**src/rtl/db_bank.sv**
```systemverilog
// Bank of independent push-button debouncers with press/release pulses.
// Optional auto-repeat when DB_BANK_AUTOREPEAT_EN is defined.
module db_bank #(
  parameter int N_CH          = 4,
  parameter int DELAY         = 15,
  parameter int REPEAT_START  = 1000,
  parameter int REPEAT_PERIOD = 250
) (
  input  logic            clk,
  input  logic            rst,
  input  logic [N_CH-1:0] pb,
  output logic [N_CH-1:0] status,
  output logic [N_CH-1:0] pressed_pulse,
  output logic [N_CH-1:0] released_pulse,
  output logic [N_CH-1:0] repeat_pulse,
  output logic            any_pressed
);

  localparam int               CNT_W    = $clog2(DELAY + 1);
  localparam logic [CNT_W-1:0] CNT_LAST = CNT_W'(DELAY - 1);

  logic [N_CH-1:0]  meta_q, sync_q;
  logic [N_CH-1:0]  status_q, status_d;
  logic [N_CH-1:0]  pressed_q, pressed_d;
  logic [N_CH-1:0]  released_q, released_d;
  logic [CNT_W-1:0] cnt_q [N_CH];
  logic [CNT_W-1:0] cnt_d [N_CH];

  // NOTE: every variable written here gets a default first so no latch is inferred.
  always_comb begin
    status_d   = status_q;
    pressed_d  = '0;
    released_d = '0;
    for (int i = 0; i < N_CH; i++) begin
      cnt_d[i] = '0;
      if (sync_q[i] != status_q[i]) begin
        if (cnt_q[i] == CNT_LAST) begin
          status_d[i]   = ~status_q[i];
          pressed_d[i]  = ~status_q[i];
          released_d[i] = status_q[i];
        end else begin
          cnt_d[i] = cnt_q[i] + CNT_W'(1);
        end
      end
    end
  end

  // NOTE: sequential state uses non-blocking assignments only; the counter
  // arrays are reset element by element because a held button must restart from 0.
  always_ff @(posedge clk or negedge rst) begin
    if (!rst) begin
      meta_q     <= '0;
      sync_q     <= '0;
      status_q   <= '0;
      pressed_q  <= '0;
      released_q <= '0;
      for (int i = 0; i < N_CH; i++) cnt_q[i] <= '0;
    end else begin
      meta_q     <= pb;
      sync_q     <= meta_q;
      status_q   <= status_d;
      pressed_q  <= pressed_d;
      released_q <= released_d;
      for (int i = 0; i < N_CH; i++) cnt_q[i] <= cnt_d[i];
    end
  end

  assign status         = status_q;
  assign pressed_pulse  = pressed_q;
  assign released_pulse = released_q;
  assign any_pressed    = |status_q;

`ifdef DB_BANK_AUTOREPEAT_EN
  localparam int HOLD_MAX = (REPEAT_START > REPEAT_PERIOD) ? REPEAT_START : REPEAT_PERIOD;
  localparam int HOLD_W   = $clog2(HOLD_MAX + 1);
  localparam logic [HOLD_W-1:0] START_LAST  = HOLD_W'(REPEAT_START - 1);
  localparam logic [HOLD_W-1:0] PERIOD_LAST = HOLD_W'(REPEAT_PERIOD - 1);

  logic [HOLD_W-1:0] hold_q [N_CH];
  logic [HOLD_W-1:0] hold_d [N_CH];
  logic [N_CH-1:0]   started_q, started_d;
  logic [N_CH-1:0]   repeat_q, repeat_d;

  // started_q selects the first-delay limit versus the steady repeat period.
  always_comb begin
    started_d = '0;
    repeat_d  = '0;
    for (int i = 0; i < N_CH; i++) begin
      hold_d[i] = '0;
      if (status_q[i] && status_d[i]) begin
        if (hold_q[i] == (started_q[i] ? PERIOD_LAST : START_LAST)) begin
          repeat_d[i]  = 1'b1;
          started_d[i] = 1'b1;
        end else begin
          hold_d[i]    = hold_q[i] + HOLD_W'(1);
          started_d[i] = started_q[i];
        end
      end
    end
  end

  always_ff @(posedge clk or negedge rst) begin
    if (!rst) begin
      started_q <= '0;
      repeat_q  <= '0;
      for (int i = 0; i < N_CH; i++) hold_q[i] <= '0;
    end else begin
      started_q <= started_d;
      repeat_q  <= repeat_d;
      for (int i = 0; i < N_CH; i++) hold_q[i] <= hold_d[i];
    end
  end

  assign repeat_pulse = repeat_q;
`else
  assign repeat_pulse = '0;
`endif

endmodule

```
**config.mk**
```make
export PLATFORM = sky130hd
export DESIGN_NAME = db_bank
export DESIGN_NICKNAME = d
export VERILOG_FILES = /design/src/rtl/db_bank.sv
export SDC_FILE = /design/constraint.sdc
export NUM_CORES = 1
export LEC_CHECK = 0
export ABC_AREA = 0
export BUFFER_PORTS_ARGS = -buffer_cell sky130_fd_sc_hd__buf_2
export CAP_MARGIN = 20
export CORE_ASPECT_RATIO = 0.5
export CORE_MARGIN = 2
export CORE_UTILIZATION = 35
export DETAILED_ROUTE_END_ITERATION = 6
export PLACE_DENSITY = 0.51
export SLEW_MARGIN = 20
export SYNTH_ARGS = -nofsm -noshare
export SYNTH_HDL_FRONTEND = slang
export SYNTH_SLANG_ARGS = --single-unit
```
**constraint.sdc**
```tcl
create_clock -name clk -period 1.5 [get_ports clk]
set_input_delay 0.15 -clock clk [delete_from_list [all_inputs] [get_ports clk]]
set_output_delay 0.15 -clock clk [all_outputs]
set_load 0.05 [all_outputs]
```
Word level (Yosys, flattened, before mapping)
Cells that the tools add are included.
{"block": "word_totals", "regBits": 36, "in_bits": 6, "wordCells": 57}
{"block": "classes", "addsub": 4, "n_eq_ne": 8, "n_mux": 24, "bitwise_logic": 4, "n_reduce_logical": 5}
{"operator": "2-to-1 mux 4 bit", "count": 8}
{"operator": "adder 4 x 1 -> 4 bit (second input constant)", "count": 4}
{"operator": "equality test 4 bit (second input constant)", "count": 4}
{"operator": "2-to-1 mux 1 bit", "count": 16}
{"operator": "AND reduction 2 bit", "count": 4}
{"operator": "!= test 1 bit", "count": 4}
{"operator": "NOT 1 bit", "count": 4}
{"operator": "OR reduction 4 bit", "count": 1}

Logic depth before layout (Yosys ltp)
Gate-level depths: netlist (run 1).
{"block": "logic_depth", "ltp_word": 3, "mapped_depth": 5, "depth_no_buf": 5}

Least setup slack after synthesis (run 1)
OpenSTA, ideal clock, no wires.
{"block": "synth_timing", "path_type": "register to output", "start": "register status_q[1], in the netlist status[1]", "end": "output any_pressed", "arrival_time_ns": 1.421, "required_time_ns": 1.350, "setup_slack_ns": -0.071, "stages_incl_launch_ff": 2, "n_path_buf": 0, "path_cell_list": "dfrtp_1 -> or4_1"}
{"block": "synth_via", "elab_chain_len": 1}
{"element": "start: declaration", "line_no": "23", "rtl": "logic [N_CH-1:0] status_q, status_d;"}
{"element": "start signal: assignment", "line_no": "61", "rtl": "status_q <= status_d;"}
{"element": "OR reduction 4 bit", "line_no": "71", "rtl": "assign any_pressed = |status_q;"}
{"element": "end: declaration", "line_no": "16", "rtl": "output logic any_pressed"}
Every way passes these cells.

Final worst setup path (run 1)
Ends and elaborated chain as after synthesis.

==> results of run 1 <==
-- critical path, delay by kind of cell (launching register included) --
family	cells	cell delay [ps]
AND/OR/NAND/NOR	1	530
flip-flops	1	380
buffers and inverters	1	170
-- stage by stage --
step | TNS (ps) | power [mW] | util | setup slack (ps)
finish | -6.53 | 1.98 | 0.447 | -6.53
global route | -46.6 | 2.07 | 0.447 | -46.6
CTS | -27.4 | 2.01 | 0.447 | -27.4
detailed placement | 0 | 1.17 | 0.401 | 191
global placement | 0 | 1.17 | 0.401 | 210
floorplan | 0 | 1.13 | - | 53.3
-- routing by layer --
layer | vias up | wire length [um]
li1 | 400 | -
met1 | 381 | 931
met2 | 16 | 910
met3 | 3 | 87
met4 | 0 | 19
met5 | - | 0
-- state kept, by name, summed over array words and instances (netlist names) --
signal,flops
cnt_q,16
meta_q,4
pressed_pulse,4
released_pulse,4
status,4
sync_q,4
-- cell type report --
cell class                      instances  area share
Sequential cell                        36       0.524
Multi-Input combinational cell         65       0.263
Timing Repair Buffer                   27       0.103
Clock buffer                            6      0.0422
Tap cell                               54      0.0393
Clock inverter                          2      0.0204
Inverter                                4     0.00873
-- final timing paths --
kind                                to  slack (ps)  cells past startpoint  startpoint
max                        any_pressed          -7                      2   status[1]
min                          sync_q[0]         350                      0   meta_q[0]
max reg2reg                  status[3]         240                      4    cnt_q[0]
min reg2reg                  sync_q[0]         350                      0   meta_q[0]
max in group asynchronous    cnt_q[11]         750                      3         rst
min in group asynchronous     cnt_q[7]         430                      3         rst
-- power by group --
group	internal, mW	switching [mW]	total, mW	leakage (nW)
registers	1.01	0.0305	1.04	0.474
logic	0.0451	0.0720	0.117	0.357
clock network	0.493	0.328	0.820	0.0552
-- cell families (layout without fill, tap and decap cells) --
logic type               after synthesis  in the layout
AND/OR/NAND/NOR                       37             37
flip-flops                            36             36
XOR/XNOR                              12             12
adder cells (fa/ha/maj)                8              8
buffers and inverters                  8             39
multiplexers                           4              4
other                                  1              4
-- cell usage after synthesis --
cell / instances
nor3b_1: 8
nand3_1: 8
or4_1: 1
ha_1: 8
xnor2_1: 4
mux2_2: 4
xor2_1: 8
buf_4: 4
conb_1: 1
dfrtp_1: 36
inv_1: 4
nand2_1: 4
nor2_1: 16
-- timing repair --
action / in CTS / in global routing
resized for setup: 2 / 0
endpoints found under the setup margin: 1 / 1
setup buffers: 2 / 0
hold endpoints to repair: 40 / 0
hold buffers: 5 / 0
==> metrics.md, run 1 <==
| Metric | Value |
|---|---|
| CTS clk-pin slew, worst paths | 70 ps |
| Run status | complete, but fails checks |
| Synth Area in XOR/XNOR | 0.0760 |
| Main combinational cell family by area after synthesis | simple AND/OR/NAND/NOR gates |
| Initial antenna violation count | 0 |
| WP data required | 1350 ps |
| Max VDD drop | 0.356 mV |
| Synth Warn # | 0 |
| Sequential cell area | 901 um^2 |
| Layout Cells excl Fill | 194 |
| # diodes | 0 |
| Die Span X | 92.9 um |
| Core outline area | 0.00384 mm^2 |
| CP arrival | 1360 ps |
| Post-synthesis cell type count | 13 |
| Synth Area in Simple Gates | 0.132 |
| CTS tree | yes |
| DRT Pass-1 Iters | 4 |
| Syn Area/Cell | 13.0 um^2 |
| RePlAce Congestion | 0.686 |
| Crit-path cells | or4_4 > buf_6 |
| Ports | 23 |
| Final instance area | 0.00172 mm^2 |
| M2 GR Usage | 0.156 |
| Vias in the first global route | 781 |
| Adder-Cell Fraction of Synth Area | 0.0724 |
| CTS Buf Count | 5 |
| Starting density of the core | 0.360 |
| Min cycle time layout | 1510 ps |
| Initial DRC Count | 26 |
| Worst skew pair latency | 280 ps |
| Critical Path Slowest Stage Cell | or4_4 |
| Leading area contributor after synthesis | dfrtp_1 |
| Commonest non-fill, non-tap cell in the layout | dfrtp_1 |
| #FFs+latches synth | 36 |
| Max Freq | 0.664 GHz |
| Mux contribution to synthesized area | 0.0326 |
| Footprint of the multi-input gates | 452 um^2 |
| Largest net degree at the start of global routing | 37 |
| Final Hold Fails | 0 |
| H-tree Lvls | 2 |
| CTS root buffer | clkbuf_8 |
| Skew final | 3.45 ps |
| Die Area | 0.00450 mm^2 |
| Setup violators final | 1 |
| Critical Path End Type | output pin |
| PwrDens | 1150 mW/mm^2 |
| Area after DPL | 0.00154 mm^2 |
| RSZ-0062 raised after global routing | true |
| Crit-path max FO | 2 |
| Max cap viols | 0 |
| Tot GR Track Use | 0.102 |
| Most frequent cells in the layout | dfrtp_1, buf_2, nor2_1 |
| Dpl cells | 179 |
| ANT nets after route | 0 |
| Met1 GRT Util | 0.130 |
| First-pass GRT wire length | 3.47 mm |
| Number of placement rows | 16 |
| Layout fillers | 367 |
| Area contributors post-synth | dfrtp_1, ha_1, xor2_1 |
| Post-synthesis compound-gate area fraction | 0 |
| Final WL | 1.95 mm |
| Worst hold slack | 351 ps |
| DR vias | 800 |
| CP max stage delay | 530 ps |
| Final critical-path share of the clock period | 1.00 |
| Clk sink count | 36 |
| PortBufs | 18 |
| Yosys top cell area share | 0.652 |
| DRC errors left | 0 |
| Post-route setup slack | -6.53 ps |
| Met3 GRT Util | 0.0374 |
| Register area share after synthesis | 0.652 |
| DP Wirelength | 1.28 mm |
| Failing checks | setup timing |
| Lkg Pwr | 0.886 nW |
| Share of cells above drive strength 1 | 0.243 |
| Final slew viol count | 0 |
| CP startpoint kind | flip-flop |
| Worst Path Class, Setup | reg -> out |
| Max Root-Sink Buffers | 2 |
| Hold WC Path Type | reg -> reg |
| Vert. Die Dim | 48.4 um |
| Grt ovf | 0 |
| Vias per cell | 4.12 |
| Synth Instances | 106 |
| Layout area overhead | 24.3% |
| Post-Synthesis Cell Area | 0.00138 mm^2 |
| DR WL/cell | 10.0 um |
| Grt peak-use layer | met2 |
| Fin nets | 153 |
Note: power is estimated with default switching activity, not from simulation.
==> run 2, diff against run 1 <==
--- a/config.mk
+++ b/config.mk
@@ -9,9 +9,11 @@
 export BUFFER_PORTS_ARGS = -buffer_cell sky130_fd_sc_hd__buf_2
 export CAP_MARGIN = 20
+export CELL_PAD_IN_SITES_DETAIL_PLACEMENT = 1
+export CELL_PAD_IN_SITES_GLOBAL_PLACEMENT = 2
 export CORE_ASPECT_RATIO = 0.5
 export CORE_MARGIN = 2
 export CORE_UTILIZATION = 35
 export DETAILED_ROUTE_END_ITERATION = 6
-export PLACE_DENSITY = 0.51
+export PLACE_DENSITY = 0.71
 export SLEW_MARGIN = 20
 export SYNTH_ARGS = -nofsm -noshare
==> constraint.sdc (replaced) <==
create_clock -name clk -period 1.5 [get_ports clk]
set_input_delay 0.3 -clock clk [delete_from_list [all_inputs] [get_ports clk]]
set_output_delay 0.3 -clock clk [all_outputs]
set_load 0.05 [all_outputs]
==> metrics.md, run 2 (synthesized netlist as in run 1, its figures left out) <==
| Metric | Value |
|---|---|
| Sequential cell area | 905 um^2 (was 901 um^2) |
| Crit-path cells | or4_4 > buf_6 (unchanged) |
| PortBufs | 18 (unchanged) |
| Vert. Die Dim | 48.4 um (unchanged) |
| Core outline area | 0.00384 mm^2 (unchanged) |
| PwrDens | 1100 mW/mm^2 (was 1150 mW/mm^2) |
| Die Span X | 92.9 um (unchanged) |
| Critical Path End Type | output pin (unchanged) |
| Largest net degree at the start of global routing | 15 (was 37) |
| RePlAce Congestion | 0.681 (was 0.686) |
| Total chip power | 1.85 mW (was 1.98 mW) |
| Layout area overhead | 21.5% (was 24.3%) |
| Setup violators final | 1 (unchanged) |
| Final Hold Fails | 0 (unchanged) |
| Most frequent cells in the layout | dfrtp_1, buf_2, nor2_1 (unchanged) |
| CP arrival | 1370 ps (was 1360 ps) |
| Initial DRC Count | 17 (was 26) |
| ANT nets after route | 0 (unchanged) |
| CTS clk-pin slew, worst paths | 70 ps (about the same) |
| Initial antenna violation count | 0 (unchanged) |
| Max Freq | 0.597 GHz (was 0.664 GHz) |
| Clk sink count | 36 (unchanged) |
| Max reg flops | 16 (unchanged) |
| CTS root buffer | clkbuf_8 (unchanged) |
| Number of placement rows | 16 (unchanged) |
| Final slew viol count | 0 (unchanged) |
| Max cap viols | 0 (unchanged) |
| Share of cells above drive strength 1 | 0.275 (was 0.243) |
| Tot GR Track Use | 0.115 (was 0.102) |
| Worst Path Class, Setup | reg -> out (unchanged) |
| DR vias | 799 (was 800) |
| Grt ovf | 0 (unchanged) |
| CTS tree | yes (unchanged) |
| Run status | complete, but fails checks (unchanged) |
| DRT Pass-1 Iters | 4 (unchanged) |
| Vias in the first global route | 879 (was 781) |
| CP max stage delay | 530 ps (about the same) |
| Layout fillers | 445 (was 367) |
| Post-route setup slack | -175 ps (was -6.53 ps) |
| # diodes | 0 (unchanged) |
| First-pass GRT wire length | 3.92 mm (was 3.47 mm) |
| Fin nets | 151 (was 153) |
| WP data required | 1200 ps (was 1350 ps) |
| Skew final | 2.32 ps (was 3.45 ps) |
| Footprint of the multi-input gates | 452 um^2 (unchanged) |
| Lkg Pwr | 0.865 nW (was 0.886 nW) |
| Max Root-Sink Buffers | 2 (unchanged) |
| Die Area | 0.00450 mm^2 (unchanged) |
| Commonest non-fill, non-tap cell in the layout | dfrtp_1 (unchanged) |
| Setup TNS | -175 ps (was -6.53 ps) |
| Worst skew pair latency | 280 ps (about the same) |
| Final WL | 2.18 mm (was 1.95 mm) |
| Min cycle time layout | 1670 ps (was 1510 ps) |
| Top reg by flops | cnt_q (unchanged) |
| Starting density of the core | 0.360 (unchanged) |
| CTS Buf Count | 5 (unchanged) |
| Hold WC Path Type | in -> reg (was reg -> reg) |
| RSZ-0062 raised after global routing | true (unchanged) |
| DP Wirelength | 1.62 mm (was 1.28 mm) |
| Postcts setup bufs | 0 (was 2) |
| DR WL/cell | 11.3 um (was 10.0 um) |
| Critical Path Slowest Stage Cell | or4_4 (unchanged) |
| DRC errors left | 0 (unchanged) |
| CP startpoint kind | flip-flop (unchanged) |
| Ports | 23 (unchanged) |
| Failing checks | setup timing (unchanged) |
| Crit-path max FO | 2 (unchanged) |
| Vias per cell | 4.16 (was 4.12) |
| H-tree Lvls | 2 (unchanged) |
| Final critical-path share of the clock period | 1.12 (was 1.00) |
| Max VDD drop | 0.407 mV (was 0.356 mV) |
[run 2: changes by cell type in the layout (fill, tap and decap cells not counted), sizes merged]
cell         before  now
buf              22   24
dlygate4sd3       5    1
bufinv            1    0
clkbuf            6    8
clkinv            1    0
[run 2: metrics by stage]
stage | hold WS, ps | instance area, um^2 | instances | setup slack, ps | utilization
after floorplan | 4.41 | 1400 | 109 | 7.61 | -
after global placement | 181 | 1570 | 183 | 78.0 | 0.410
after detailed placement | 186 | 1570 | 183 | 75.5 | 0.410
after CTS | 110 | 1680 | 192 | -193 | 0.437
after global routing | 106 | 1680 | 192 | -206 | 0.437
final | 122 | 1680 | 192 | -175 | 0.437
[run 2: report_power, final]
group / internal, mW / switching, mW / leakage [nW]
sequential: 1.01 / 0.0318 / 0.469
combinational: 0.0411 / 0.0745 / 0.351
clock: 0.374 / 0.317 / 0.0455
total: 1.42 / 0.423 / 0.865
[run 2: metal layers]
metal | wire length, um | vias up | GRT usage
met2 | 995 | 15 | 0.184
met5 | 0 | - | 0
met3 | 98 | 4 | 0.0483
li1 | - | 397 | -
met4 | 32 | 0 | 0.0441
met1 | 1050 | 383 | 0.140
[run 2: worst paths after layout]
path,from,endpoint,slack [ps],depth (start not counted)
worst max-delay path,status[1],any_pressed,-170,2
worst min-delay path,pb[0],meta_q[0],120,1
worst max register to register,cnt_q[0],status[3],210,4
worst min register to register,meta_q[1],sync_q[1],350,0
max in group asynchronous,rst,cnt_q[8],610,3
min in group asynchronous,rst,meta_q[0],430,2
[run 2: repair_timing]
item,4_1_cts,5_1_grt
endpoints found under the hold margin,10,0
cloned,0,0
hold buffers,1,0
setup endpoints to repair,1,1
pin swaps,0,0
gates resized for setup,2,0
[run 2: critical path, delay by kind of cell (launching register included)]
family / cells / cell delay, ps
DFF: 1 / 400
buffers and inverters: 1 / 170
and+or+nand+nor: 1 / 530
[run 2: cell type report]
type / count / share of cell area
inverter: 4 / 0.00894
multi-input combinational: 65 / 0.269
clock buffer: 8 / 0.0536
timing repair buffer: 25 / 0.0901
tap: 54 / 0.0402
sequential: 36 / 0.538
